[src/rtl/dac_mode_sequencer.sv]
// Sequences click-free DAC mode changes: qualify, mute, DAC reset, apply, settle, unmute.
// Optional DAC_MODE_SEQ_MCLK_WAIT_EN: SETTLE timer only advances while mclk_ok is high.
module dac_mode_sequencer #(
    parameter int MODE_W       = 7,
    parameter int CNT_W        = 16,
    parameter int DEBOUNCE_CYC = 1024,
    parameter int MUTE_CYC     = 4096,
    parameter int RESET_CYC    = 256,
    parameter int SETTLE_CYC   = 16384
) (
    input  logic              clk,
    input  logic              resetn,
    input  logic [MODE_W-1:0] mode_in,
    input  logic              mcu_mute,
    input  logic              mcu_dac_reset,
    input  logic              mclk_ok,
    output logic [MODE_W-1:0] mode_out,
    output logic              mode_strobe,
    output logic              dac_mute,
    output logic              dac_rst_n,
    output logic              busy
);

    typedef enum logic [2:0] {
        S_RUN,
        S_QUAL,
        S_MUTE,
        S_RST,
        S_APPLY,
        S_SETTLE
    } state_t;

    localparam logic [CNT_W-1:0] DEB_LAST    = CNT_W'(DEBOUNCE_CYC - 1);
    localparam logic [CNT_W-1:0] MUTE_LAST   = CNT_W'(MUTE_CYC - 1);
    localparam logic [CNT_W-1:0] RST_LAST    = CNT_W'(RESET_CYC - 1);
    localparam logic [CNT_W-1:0] SETTLE_LAST = CNT_W'(SETTLE_CYC - 1);

    state_t            state;
    state_t            next_state;
    logic [CNT_W-1:0]  cnt;
    logic              cnt_clr;
    logic [MODE_W-1:0] prev_mode;
    logic              change;
    logic              mismatch;
    logic              seq_mute;
    logic              seq_rst;

    assign change   = (mode_in != prev_mode);
    assign mismatch = (mode_in != mode_out);

`ifdef DAC_MODE_SEQ_MCLK_WAIT_EN
    logic settle_hold;
    assign settle_hold = ~mclk_ok;
`else
    logic settle_hold;
    logic mclk_ok_unused;
    assign settle_hold    = 1'b0;
    assign mclk_ok_unused = mclk_ok;
`endif

    always_ff @(posedge clk) begin
        if (!resetn) state <= S_RST;
        else         state <= next_state;
    end

    always_comb begin
        next_state = state;
        cnt_clr    = 1'b0;
        case (state)
            S_RUN: begin
                if (mismatch) next_state = S_QUAL;
            end
            S_QUAL: begin
                // Returning to the applied mode beats a debounce timeout.
                if (!mismatch)             next_state = S_RUN;
                else if (change)           cnt_clr    = 1'b1;
                else if (cnt == DEB_LAST)  next_state = S_MUTE;
            end
            S_MUTE: begin
                if (cnt == MUTE_LAST) next_state = S_RST;
            end
            S_RST: begin
                if (change)               cnt_clr    = 1'b1;
                else if (cnt == RST_LAST) next_state = S_APPLY;
            end
            S_APPLY: begin
                next_state = S_SETTLE;
            end
            S_SETTLE: begin
                // Already muted: a new request goes straight back to reset.
                if (mismatch)                next_state = S_RST;
                else if (settle_hold)        cnt_clr    = 1'b1;
                else if (cnt == SETTLE_LAST) next_state = S_RUN;
            end
            default: begin
                next_state = S_RST;
            end
        endcase
        if (next_state != state) cnt_clr = 1'b1;
    end

    always_comb begin
        seq_mute = (state == S_MUTE) || (state == S_RST) ||
                   (state == S_APPLY) || (state == S_SETTLE);
        seq_rst  = (state == S_RST) || (state == S_APPLY);
    end

    always_ff @(posedge clk) begin
        if (!resetn) begin
            cnt         <= '0;
            prev_mode   <= '0;
            mode_out    <= '0;
            mode_strobe <= 1'b0;
            dac_mute    <= 1'b1;
            dac_rst_n   <= 1'b0;
            busy        <= 1'b1;
        end else begin
            cnt         <= cnt_clr ? '0 : cnt + CNT_W'(1);
            prev_mode   <= mode_in;
            mode_strobe <= (state == S_APPLY);
            if (state == S_APPLY) mode_out <= mode_in;
            dac_mute    <= seq_mute | mcu_mute;
            dac_rst_n   <= ~(seq_rst | mcu_dac_reset);
            busy        <= (next_state != S_RUN);
        end
    end

endmodule

[config.mk]
export PLATFORM = sky130hd
export DESIGN_NAME = dac_mode_sequencer
export DESIGN_NICKNAME = d
export VERILOG_FILES = /design/src/rtl/dac_mode_sequencer.sv
export SDC_FILE = /design/constraint.sdc
export NUM_CORES = 1
export LEC_CHECK = 0
export ABC_AREA = 1
export CORE_AREA = 5 5 67 69
export DETAILED_ROUTE_END_ITERATION = 10
export DIE_AREA = 0 0 72 74
export PLACE_DENSITY = 0.81
export SYNTH_ARGS = -nofsm -noshare
export SYNTH_HDL_FRONTEND = slang
export SYNTH_SLANG_ARGS = --single-unit
[constraint.sdc]
create_clock -name clk -period 2.18 [get_ports clk]
set_clock_uncertainty 0.05 [all_clocks]
set_input_delay 0.654 -clock clk [delete_from_list [all_inputs] [get_ports clk]]
set_output_delay 0.654 -clock clk [all_outputs]
set_load 0.02 [all_outputs]
==> results by group, run 1 <==
Pwr
  • Lkg Pwr: 0.00116 uW
  • Ratio of total power to cell area: 609 nW/um^2
  • Maximum vdd ir drop: 465 uV

Placement
  • Post-DP Area: 2360 um^2
  • Port Buffers: 21
  • DP Wirelength: 3070 um
  • GPL Wtd Cong: 0.813

Global route
  • Initial antenna violation count: 0
  • First-pass GRT wire length: 7490 um
  • All-Layer GR Usage: 0.178
  • Largest net degree at the start of global routing: 13
  • Grt ovf: 0
  • Vias in the first global route: 1,849

Clock network
  • Clk slew on worst S/H paths: 0.07 ns
  • H-Tree Depth: 2
  • Clock buffer depth: 2
  • Sink Count: 37
  • TritonCTS clock tree: yes
  • Worst-Skew Late Latency: 0.29 ns
  • Num CTS Buffers: 5
  • CTS root buf: clkbuf_8

Synth
  • Synth cell types: 24
  • Area contributors post-synth: dfxtp_1 (36%), nand2_1 (17%), inv_1 (9.1%), nor2_1 (6.2%), xor2_1 (5.1%)
  • Mean Syn Cell Area: 6.72 um^2
  • Yosys Warn Count: 0
  • Yosys top cell area share: 0.359
  • EDFF count, synth: 0
  • Count leader, synth: nand2_1
  • Post-synth top cells: nand2_1 (91), inv_1 (50), dfxtp_1 (37)
  • Syn Inst Count: 307
  • Post-synth ARST share: 0
  • Post-synthesis register bit count: 37
  • Post-Syn Nets: 321
  • Post-Syn Area: 2060 um^2
  • Yosys top cell by area: dfxtp_1
  • Top FF cell, synth: dfxtp_1
  • Sequential element share of the synthesized area: 0.359

Critical path
  • CP top delay family: simple AND/OR/NAND/NOR gates
  • Largest stage delay, worst path: 0.37 ns
  • Worst R2R Path Depth: 13
  • Crit path kind: flop to flop
  • Critical path buffer and inverter count: 0
  • Cells along the critical path: ha_4, nand2_4, nor2_4, nand3b_1, nor2_1, nand2_1, nand2_1, nand2_1, o21ai_1, nand2_1, nor2_4, nand2_4, nor2_2
  • Crit path DAT: 2.25 ns
  • Crit-path most repeated cell: nand2_1
  • Slowest CP cell: dfxtp_4
  • Crit Path Max Fanout: 8
  • Critical Path RT: 2.36 ns
  • Stages on the worst setup path: 13
  • Worst setup EP type: flop
  • Crit path launch type: flop

Timing
  • Total negative slack: 0 ns
  • Tmin final: 2.07 ns
  • Fin. max-slew vios: 0
  • Setup-failing EPs final: 0
  • Worst slew pin tran: 0.353 ns
  • Fin crit share: 0.948
  • Fin. Hold Viols: 0
  • Relative slew margins: 0.763
  • Max Fclk: 484 MHz
  • Worst hold slack: 0.390 ns

Floorplanning
  • Die W: 72 um
  • Initial Utilization: 0.535
  • # rows: 23
  • Die area: 5330 um^2
  • DIE HEIGHT: 74 um
  • CORE AREA: 3860 um^2
  • Io pins: 23

Finish
  • Design Area, Final: 2620 um^2
  • Diode count: 0
  • Post-layout util: 0.678
  • Layout cell share with drive strength beyond 1: 0.243
  • P&R area growth vs syn: 26.8%
  • Nets: 355

Route
  • Number of DRC markers in iteration 0: 75
  • Remaining DRCs: 0
  • Routed vias/inst: 4.80
  • Wire per inst: 11.1 um
  • DR vias: 1,883
  • Routed Antenna Nets: 0
  • 1st-pass router iterations: 4
  • WL final: 4370 um

Hold path
  • WHS Path Cells: 1
  • Worst hold path class: flop to flop

Status
  • Status: finished clean

Run
  • Max-cap violation count: 0
where the power goes:
group          switching, uW  leakage [uW]  internal [uW]  total [uW]
combinational            127      0.000791           70.7         197
clock                    245     0.0000681            454         699
sequential              9.49      0.000302            687         697
total                    381       0.00116           1210        1590
cells by family (layout without fill, tap and decap cells):
logic type               Yosys count  count (layout)  share of synthesized area
flip-flops                        37              37                      0.359
AND/OR/NAND/NOR                  181             182                      0.411
buffers and inverters             59              93                      0.111
AO/OA/AOI/OAI                     11              11                     0.0352
adder cells (fa/ha/maj)            2               2                     0.0121
XOR/XNOR                          17              17                     0.0722
flip-flops by register name (all words and copies together) (netlist names):
signal       count
prev_mode        7
busy             1
cnt             16
mode_out         7
state            3
dac_rst_n        1
mode_strobe      1
dac_mute         1
stage by stage:
step	total power [uW]	instances	setup WS, ns
after detailed placement	878	381	-0.601
after global routing	1670	392	-0.0380
after CTS	1600	390	0.00522
after floorplan	820	307	0.185
final	1590	392	0.113
after global placement	874	381	-0.514
path summary, 6_finish.rpt:
check	start	endpoint	slack, ns
max reg2reg	cnt[0]	cnt[9]	0.11
min	cnt[0]	cnt[0]	0.39
max	cnt[0]	cnt[9]	0.11
min reg2reg	cnt[0]	cnt[0]	0.39
cells in the final DEF, fill, tap and decap left out, drive strengths merged:
cell / Yosys / routed
nor3: 7 / 7
xor2: 12 / 12
o21ai: 2 / 2
dfxtp: 37 / 37
xnor2: 5 / 5
nand2: 100 / 101
bufinv: 0 / 2
clkbuf: 2 / 8
ha: 2 / 2
nand3: 17 / 17
nand3b: 2 / 2
a22oi: 7 / 7
a21oi: 2 / 2
nor2: 53 / 53
buf: 1 / 12
clkdlybuf4s50: 0 / 14
clkinv: 1 / 1
inv: 55 / 56
nand4: 2 / 2
repair_timing:
item	in CTS	in global routing
setup endpoints to repair	17	16
endpoints found under the hold margin	0	0
cloned	1	0
hold buffers	0	0
buffers inserted	0	2
pin swaps	8	24
gates resized for setup	20	43
metal layers:
metal  wire length, um  part of all wire  track usage
met5                 0                 0            0
met3               239             0.055       0.0405
met4                68             0.016       0.0626
met1              1780              0.41        0.197
met2              2280              0.52        0.335
cell type report:
class,count,area (um^2)
timing repair buffer,29,238
sequential,37,746
inverter,56,210
multi-input combinational,212,1230
clock buffer,5,68.8
clock inverter,3,65.1
fill,340,1240
tap,50,62.6
(Power assumes the default switching activity.)
==> run 2: changes to the inputs <==
--- a/config.mk
+++ b/config.mk
@@ -6,10 +6,11 @@
 export NUM_CORES = 1
 export LEC_CHECK = 0
 export ABC_AREA = 1
+export CAP_MARGIN = 20
 export CORE_AREA = 5 5 67 69
 export DETAILED_ROUTE_END_ITERATION = 10
 export DIE_AREA = 0 0 72 74
-export PLACE_DENSITY = 0.81
+export PLACE_DENSITY_LB_ADDON = 0.15
 export SYNTH_ARGS = -nofsm -noshare
 export SYNTH_HDL_FRONTEND = slang
 export SYNTH_SLANG_ARGS = --single-unit
==> run 2 against run 1 <==
  * Hold slack improved by 0.011 ns
  * Highest routed layer unchanged
  * Clock-buffer cell count is 1 higher
  * Critical endpoint is now mode_out[4]
  * Sequential share of layout area grew 0.83 points
  * Combinational power decreased by 8%
  * Largest cell class unchanged
  * Die area unchanged
  * Sequential cell count unchanged
  * Global-route usage decreased by 1.2 points
  * Power is 5.6% lower
  * Critical path depth fell by 12
  * Clock power down 11%
==> results by group, run 2 (synthesis gave the netlist of run 1 again) <==
Timing
  • Worst slew pin tran: 0.357 ns (was 0.353 ns)
  • Fin worst setup slack: 0.153 ns (was 0.113 ns)
  • RSZ-0062 raised after global routing: false
  • Tmin final: 2.03 ns (was 2.07 ns)
  • Fin crit share: 0.930 (was 0.948)
  • Fin. Hold Viols: 0 (unchanged)
  • Relative slew margins: 0.761 (was 0.763)
  • Setup-failing EPs final: 0 (unchanged)
  • Worst hold slack: 0.401 ns (was 0.390 ns)
  • Fin. max-slew vios: 0 (unchanged)
  • Max Fclk: 493 MHz (was 484 MHz)

Placement
  • Post-Place Cells: 383 (was 381)
  • DP Wirelength: 2980 um (was 3070 um)
  • Post-DP Area: 2380 um^2 (was 2360 um^2)
  • GPL Wtd Cong: 0.841 (was 0.813)
  • Pre-CTS setup slack: -0.513 ns (was -0.601 ns)
  • Port Buffers: 21 (unchanged)

Finish
  • Design Area, Final: 2530 um^2 (was 2620 um^2)
  • Post-Layout Cell Count: 393 (was 392)
  • Nets: 356 (was 355)
  • P&R area growth vs syn: 22.8% (was 26.8%)
  • Biggest register: cnt (unchanged)
  • Commonest cells after routing, fill and taps aside: nand2_1 (88), inv_1 (49), dfxtp_1 (35) (was nand2_1 (87), inv_1 (47), dfxtp_1 (35))
  • Layout cell share with drive strength beyond 1: 0.204 (was 0.243)
  • Post-layout util: 0.657 (was 0.678)
  • Diode count: 0 (unchanged)
  • Max reg flops: 16 (unchanged)
  • Leading cell type in the layout, fill and taps excluded: nand2_1 (unchanged)
  • Regs by FF count: cnt (16), mode_out (7), prev_mode (7) (unchanged)

Pwr
  • Ratio of total power to cell area: 594 nW/um^2 (was 609 nW/um^2)
  • Sw frac: 0.249 (was 0.239)
  • Clock share of power: 0.415 (was 0.439)
  • Lkg Pwr: 0.00112 uW (was 0.00116 uW)
  • Sequential Power Share: 0.464 (was 0.437)
  • Sw power: 374 uW (was 381 uW)
  • Maximum vdd ir drop: 448 uV (was 465 uV)
  • Int Power: 1130 uW (was 1210 uW)
  • Gate power share: 0.121 (was 0.124)

Route
  • Routed vias/inst: 4.59 (was 4.80)
  • 1st-pass router iterations: 6 (was 4)
  • Remaining DRCs: 0 (unchanged)
  • DR vias: 1,805 (was 1,883)
  • Wire per inst: 10.4 um (was 11.1 um)
  • Routed Antenna Nets: 0 (unchanged)
  • WL final: 4100 um (was 4370 um)
  • Number of DRC markers in iteration 0: 102 (was 75)

Clock network
  • Worst-Skew Late Latency: 0.30 ns (was 0.29 ns)
  • Num CTS Buffers: 5 (unchanged)
  • Sink Count: 37 (unchanged)
  • Hold Buf Count CTS: 0 (unchanged)
  • H-Tree Depth: 2 (unchanged)
  • Clk slew on worst S/H paths: 0.08 ns (was 0.07 ns)
  • Clock buffer depth: 2 (unchanged)
  • CTS root buf: clkbuf_8 (unchanged)
  • TritonCTS clock tree: yes (unchanged)

Critical path
  • Crit path kind: flop to output port (was flop to flop)
  • Worst setup EP type: output port (was flop)
  • Crit path DAT: 1.32 ns (was 2.25 ns)
  • Crit path launch type: flop (unchanged)
  • Critical Path RT: 1.48 ns (was 2.36 ns)
  • Critical path buffer and inverter count: 1 (was 0)
  • Crit Path Max Fanout: 3 (was 8)
  • Cells along the critical path: clkdlybuf4s50_1 (was ha_4, nand2_4, nor2_4, nand3b_1, nor2_1, nand2_1, nand2_1, nand2_1, o21ai_1, nand2_1, nor2_4, nand2_4, nor2_2)
  • CP top delay family: buffers and inverters (was simple AND/OR/NAND/NOR gates)
  • Largest stage delay, worst path: 0.63 ns (was 0.37 ns)
  • Slowest CP cell: clkdlybuf4s50_1 (was dfxtp_4)

Run
  • Max-cap violation count: 0 (unchanged)

Status
  • Status: finished clean (unchanged)

Floorplanning
  • Io pins: 23 (unchanged)
  • DIE HEIGHT: 74 um (unchanged)
  • CORE AREA: 3860 um^2 (unchanged)
  • # rows: 23 (unchanged)
  • Initial Utilization: 0.535 (unchanged)
  • Die area: 5330 um^2 (unchanged)
  • Die W: 72 um (unchanged)

Global route
  • Vias in the first global route: 1,624 (was 1,849)
  • All-Layer GR Usage: 0.166 (was 0.178)
  • First-pass GRT wire length: 6860 um (was 7490 um)
  • Grt ovf: 0 (unchanged)
  • Initial antenna violation count: 0 (unchanged)
  • Largest net degree at the start of global routing: 13 (unchanged)

Hold path
  • Worst hold path class: flop to flop (unchanged)
[run 2: final timing paths]
| check | startpoint | cells past startpoint | endpoint | slack (ns) |
|---|---|---|---|---|
| max | mode_out[4] | 1 | mode_out[4] | 0.15 |
| min | cnt[0] | 1 | cnt[0] | 0.40 |
| max reg2reg | cnt[2] | 10 | cnt[15] | 0.16 |
| min reg2reg | cnt[0] | 1 | cnt[0] | 0.40 |
[run 2: power groups by stage]
stage               logic [uW]  registers [uW]  clock network, uW
floorplan                  107             712                  0
global placement           165             713                  0
detailed placement         167             713                  0
CTS                        179             697                639
global route               205             700                670
finish                     182             698                624
[run 2: stage by stage]
stage | total power (uW) | TNS [ns]
after floorplan | 820 | 0
after global placement | 877 | -8.01
after detailed placement | 880 | -8.58
after CTS | 1520 | 0
after global routing | 1580 | 0
final | 1500 | 0
[run 2: area by class of cell]
cell class	count	area, um^2
fillers	381	1320
multi-input cells	212	1150
flip-flops and latches	37	743
repair buffers	30	243
inverters	56	210
clock buffers	6	82.6
well taps	50	62.6
clock inverters	2	37.5
[run 2: timing repair]
action | CTS | global route
gates resized for setup | 10 | 26
pin swaps | 4 | 9
buffers inserted | 0 | 1
cloned | 1 | 0
setup endpoints to repair | 16 | 16
[run 2: metal layers]
| layer | vias to the layer above | share of wire | GRT usage |
|---|---|---|---|
| met4 | 0 | 0.015 | 0.0564 |
| met5 | - | 0 | 0 |
| met2 | 30 | 0.45 | 0.256 |
| met3 | 6 | 0.051 | 0.0527 |
| met1 | 776 | 0.49 | 0.220 |
| li1 | 993 | - | - |
==> run 3: changes to the inputs <==
--- a/config.mk
+++ b/config.mk
@@ -5,11 +5,10 @@
 export SDC_FILE = /design/constraint.sdc
 export NUM_CORES = 1
 export LEC_CHECK = 0
-export ABC_AREA = 1
 export CAP_MARGIN = 20
-export CORE_AREA = 5 5 67 69
+export CORE_AREA = 2 2 62 64
 export DETAILED_ROUTE_END_ITERATION = 10
-export DIE_AREA = 0 0 72 74
+export DIE_AREA = 0 0 64 66
 export PLACE_DENSITY_LB_ADDON = 0.15
 export SYNTH_ARGS = -nofsm -noshare
 export SYNTH_HDL_FRONTEND = slang
==> run 3 against run 2 <==
  * The flow now finishes with violations (negative setup slack)
  * Critical path type is now flop to flop
  * Critical endpoint is now busy
  * Via count rose by 3.4%
  * Sequential share of layout area fell by 3.2 points
  * Setup slack got worse by 0.55 ns
==> results by group, run 3 <==
Status
  • Status: finished with violations (was finished clean)
  • Violated checks: negative setup slack

Finish
  • Max reg flops: 16 (unchanged)
  • Regs by FF count: cnt (16), mode_out (7), prev_mode (7) (unchanged)
  • Leading cell type in the layout, fill and taps excluded: buf_4 (was nand2_1)
  • Nets: 299 (was 356)
  • Biggest register: cnt (unchanged)
  • Commonest cells after routing, fill and taps aside: buf_4 (54), dfxtp_1 (35), xor2_1 (19) (was nand2_1 (88), inv_1 (49), dfxtp_1 (35))
  • P&R area growth vs syn: 52.2% (was 22.8%)
  • Layout cell share with drive strength beyond 1: 0.395 (was 0.204)
  • Design Area, Final: 2850 um^2 (was 2530 um^2)
  • Diode count: 0 (unchanged)

Route
  • Routed Antenna Nets: 0 (unchanged)
  • Routed vias/inst: 5.59 (was 4.59)
  • DR vias: 1,866 (was 1,805)
  • Number of DRC markers in iteration 0: 104 (was 102)
  • Wire per inst: 16.7 um (was 10.4 um)
  • WL final: 5580 um (was 4100 um)
  • 1st-pass router iterations: 4 (was 6)
  • Remaining DRCs: 0 (unchanged)

Critical path
  • Crit path launch type: flop (unchanged)
  • Crit path DAT: 2.77 ns (was 1.32 ns)
  • Worst R2R Path Depth: 8 (was 10)
  • Crit Path Max Fanout: 2 (was 3)
  • R2R Setup Slk: -0.40 ns (was 0.16 ns)
  • Critical Path RT: 2.37 ns (was 1.48 ns)
  • Worst setup EP type: flop (was output port)
  • R2R Path End: busy (was cnt[15])
  • Setup crit start: cnt[14] (was mode_out[4])
  • RR Startpoint: cnt[14] (was cnt[2])
  • Crit path kind: flop to flop (was flop to output port)
  • Crit path to: busy (was mode_out[4])

Synth
  • EDFF count, synth: 0 (unchanged)
  • Count leader, synth: dfxtp_1 (was nand2_1)
  • Syn Inst Count: 201 (was 307)
  • Post-Syn Area: 1870 um^2 (was 2060 um^2)
  • Top FF cell, synth: dfxtp_1 (unchanged)
  • Post-synthesis register bit count: 37 (unchanged)
  • Post-Syn Nets: 215 (was 321)
  • Area contributors post-synth: dfxtp_1 (40%), xor2_1 (9.8%), a211oi_2 (6.0%), xnor2_1 (3.3%), nor2_1 (3.0%) (was dfxtp_1 (36%), nand2_1 (17%), inv_1 (9.1%), nor2_1 (6.2%), xor2_1 (5.1%))
  • Sequential element share of the synthesized area: 0.396 (was 0.359)
  • Post-synth top cells: dfxtp_1 (37), xor2_1 (21), nor2_1 (15) (was nand2_1 (91), inv_1 (50), dfxtp_1 (37))
  • Post-synth ARST share: 0 (unchanged)
  • Synth cell types: 43 (was 24)
  • Mean Syn Cell Area: 9.31 um^2 (was 6.72 um^2)
  • Yosys top cell area share: 0.396 (was 0.359)
  • Yosys Warn Count: 0 (unchanged)
  • Yosys top cell by area: dfxtp_1 (unchanged)

Clock network
  • Clock buffer depth: 2 (unchanged)
  • H-Tree Depth: 2 (unchanged)
  • TritonCTS clock tree: yes (unchanged)
  • Num CTS Buffers: 5 (unchanged)
  • Hold Buf Count CTS: 0 (unchanged)
  • Sink Count: 37 (unchanged)
  • Clk slew on worst S/H paths: 0.11 ns (was 0.08 ns)
  • CTS root buf: clkbuf_4 (was clkbuf_8)
  • Worst-Skew Late Latency: 0.34 ns (was 0.30 ns)

Floorplanning
  • Initial Utilization: 0.527 (was 0.535)
  • Io pins: 23 (unchanged)
  • Die W: 64 um (was 72 um)
  • Die area: 4220 um^2 (was 5330 um^2)
  • CORE AREA: 3550 um^2 (was 3860 um^2)
  • # rows: 22 (was 23)
  • DIE HEIGHT: 66 um (was 74 um)

Run
  • Max-cap violation count: 0 (unchanged)

Global route
  • Largest net degree at the start of global routing: 17 (was 13)
  • Vias in the first global route: 1,937 (was 1,624)
  • All-Layer GR Usage: 0.277 (was 0.166)
  • Grt ovf: 0 (unchanged)
  • Initial antenna violation count: 0 (unchanged)
  • First-pass GRT wire length: 9030 um (was 6860 um)

Placement
  • GPL Wtd Cong: 0.939 (was 0.841)
  • DP Wirelength: 3480 um (was 2980 um)
  • Pre-CTS setup slack: -1.07 ns (was -0.513 ns)
  • Port Buffers: 21 (unchanged)
  • Post-DP Area: 2480 um^2 (was 2380 um^2)

Hold path
  • Worst hold path class: flop to flop (unchanged)

Timing
  • Tmin final: 2.58 ns (was 2.03 ns)
  • Fin. max-slew vios: 0 (unchanged)
  • Fin worst setup slack: -0.400 ns (was 0.153 ns)
  • Total negative slack: -6.45 ns (was 0 ns)
  • Fin. Hold Viols: 0 (unchanged)
  • Fin crit share: 1.18 (was 0.930)
  • Relative slew margins: 0.627 (was 0.761)
  • Max Fclk: 388 MHz (was 493 MHz)
  • Worst slew pin tran: 0.558 ns (was 0.357 ns)
  • Setup-failing EPs final: 19 (was 0)
  • RSZ-0062 raised after global routing: true (was false)

Pwr
  • Ratio of total power to cell area: 465 nW/um^2 (was 594 nW/um^2)
  • Lkg Pwr: 0.00119 uW (was 0.00112 uW)
  • Maximum vdd ir drop: 435 uV (was 448 uV)
  • Total power draw: 1320 uW (was 1500 uW)
[run 3: cell types whose count changed after synthesis, moves of 7 or more]
cell,change
a211oi_2,+9
nand2_1,-78
nor2_2,-12
a211oi_1,+7
nand3_1,-8
nor2_1,-19
inv_1,-38
xor2_1,+9
nand2_2,-8
nor2_4,-7
[run 3: cells by family (layout without fill, tap and decap cells)]
kind of cell	Yosys count	count (layout)	share of synthesized area
XOR/XNOR	28	28	0.131
flip-flops	37	37	0.396
AND/OR/NAND/NOR	74	74	0.229
adder cells (fa/ha/maj)	2	2	0.0134
buffers and inverters	20	105	0.0508
AO/OA/AOI/OAI	40	40	0.180
[run 3: worst min path at each step]
stage | start | endpoint | slack [ns] | depth (start not counted)
2_1_floorplan | cnt[0] | cnt[0] | 0.38 | 1
3_3_place_gp | mode_out[1] | mode_out[1] | 0.45 | 2
3_5_place_dp | mode_out[4] | mode_out[4] | 0.46 | 2
4_1_cts | mode_out[4] | mode_out[4] | 0.48 | 2
5_1_grt | cnt[0] | cnt[0] | 0.53 | 2
6_report | mode_out[5] | mode_out[5] | 0.48 | 2
[run 3: cell type report]
class,count,area (um^2)
Timing Repair Buffer,85,767
Sequential cell,37,743
Clock buffer,8,48.8
Tap cell,48,60.1
Inverter,12,45.0
Fill cell,215,704
Multi-Input combinational cell,144,1180
[run 3: power breakdown]
part / internal [uW] / switching (uW)
Clock: 129 / 220
Sequential: 688 / 12.4
Combinational: 141 / 133
[run 3: metrics by stage]
stage	std cells	hold WS, ns	util
6_report	334	0.478	0.802
5_1_grt	334	0.530	0.802
4_1_cts	334	0.478	0.774
3_5_place_dp	311	0.463	0.700
3_3_place_gp	311	0.448	0.700
2_1_floorplan	201	0.379	-
[run 3: timing repair]
item | 4_1_cts | 5_1_grt
pin swaps | 25 | 18
gates cloned | 1 | 1
setup buffers | 18 | 6
setup endpoints to repair | 19 | 21
resized for setup | 40 | 19
hold endpoints to repair | 0 | 0
[run 3: metal layers]
metal | up-vias | global-route usage | routed length (um)
li1 | 891 | - | -
met1 | 911 | 0.335 | 2390
met2 | 55 | 0.490 | 2910
met3 | 9 | 0.0647 | 207
met4 | 0 | 0.0815 | 79
met5 | - | 0 | 0
[run 3: worst max-delay path, stage by stage (launching register included)]
cell and delay, ns:
dfxtp_2 0.34, or4_4 0.55, buf_6 0.14, nor2_4 0.06, and4_4 0.25, a21boi_4 0.07
buf_6 0.13, or4_4 0.51, or3_4 0.38
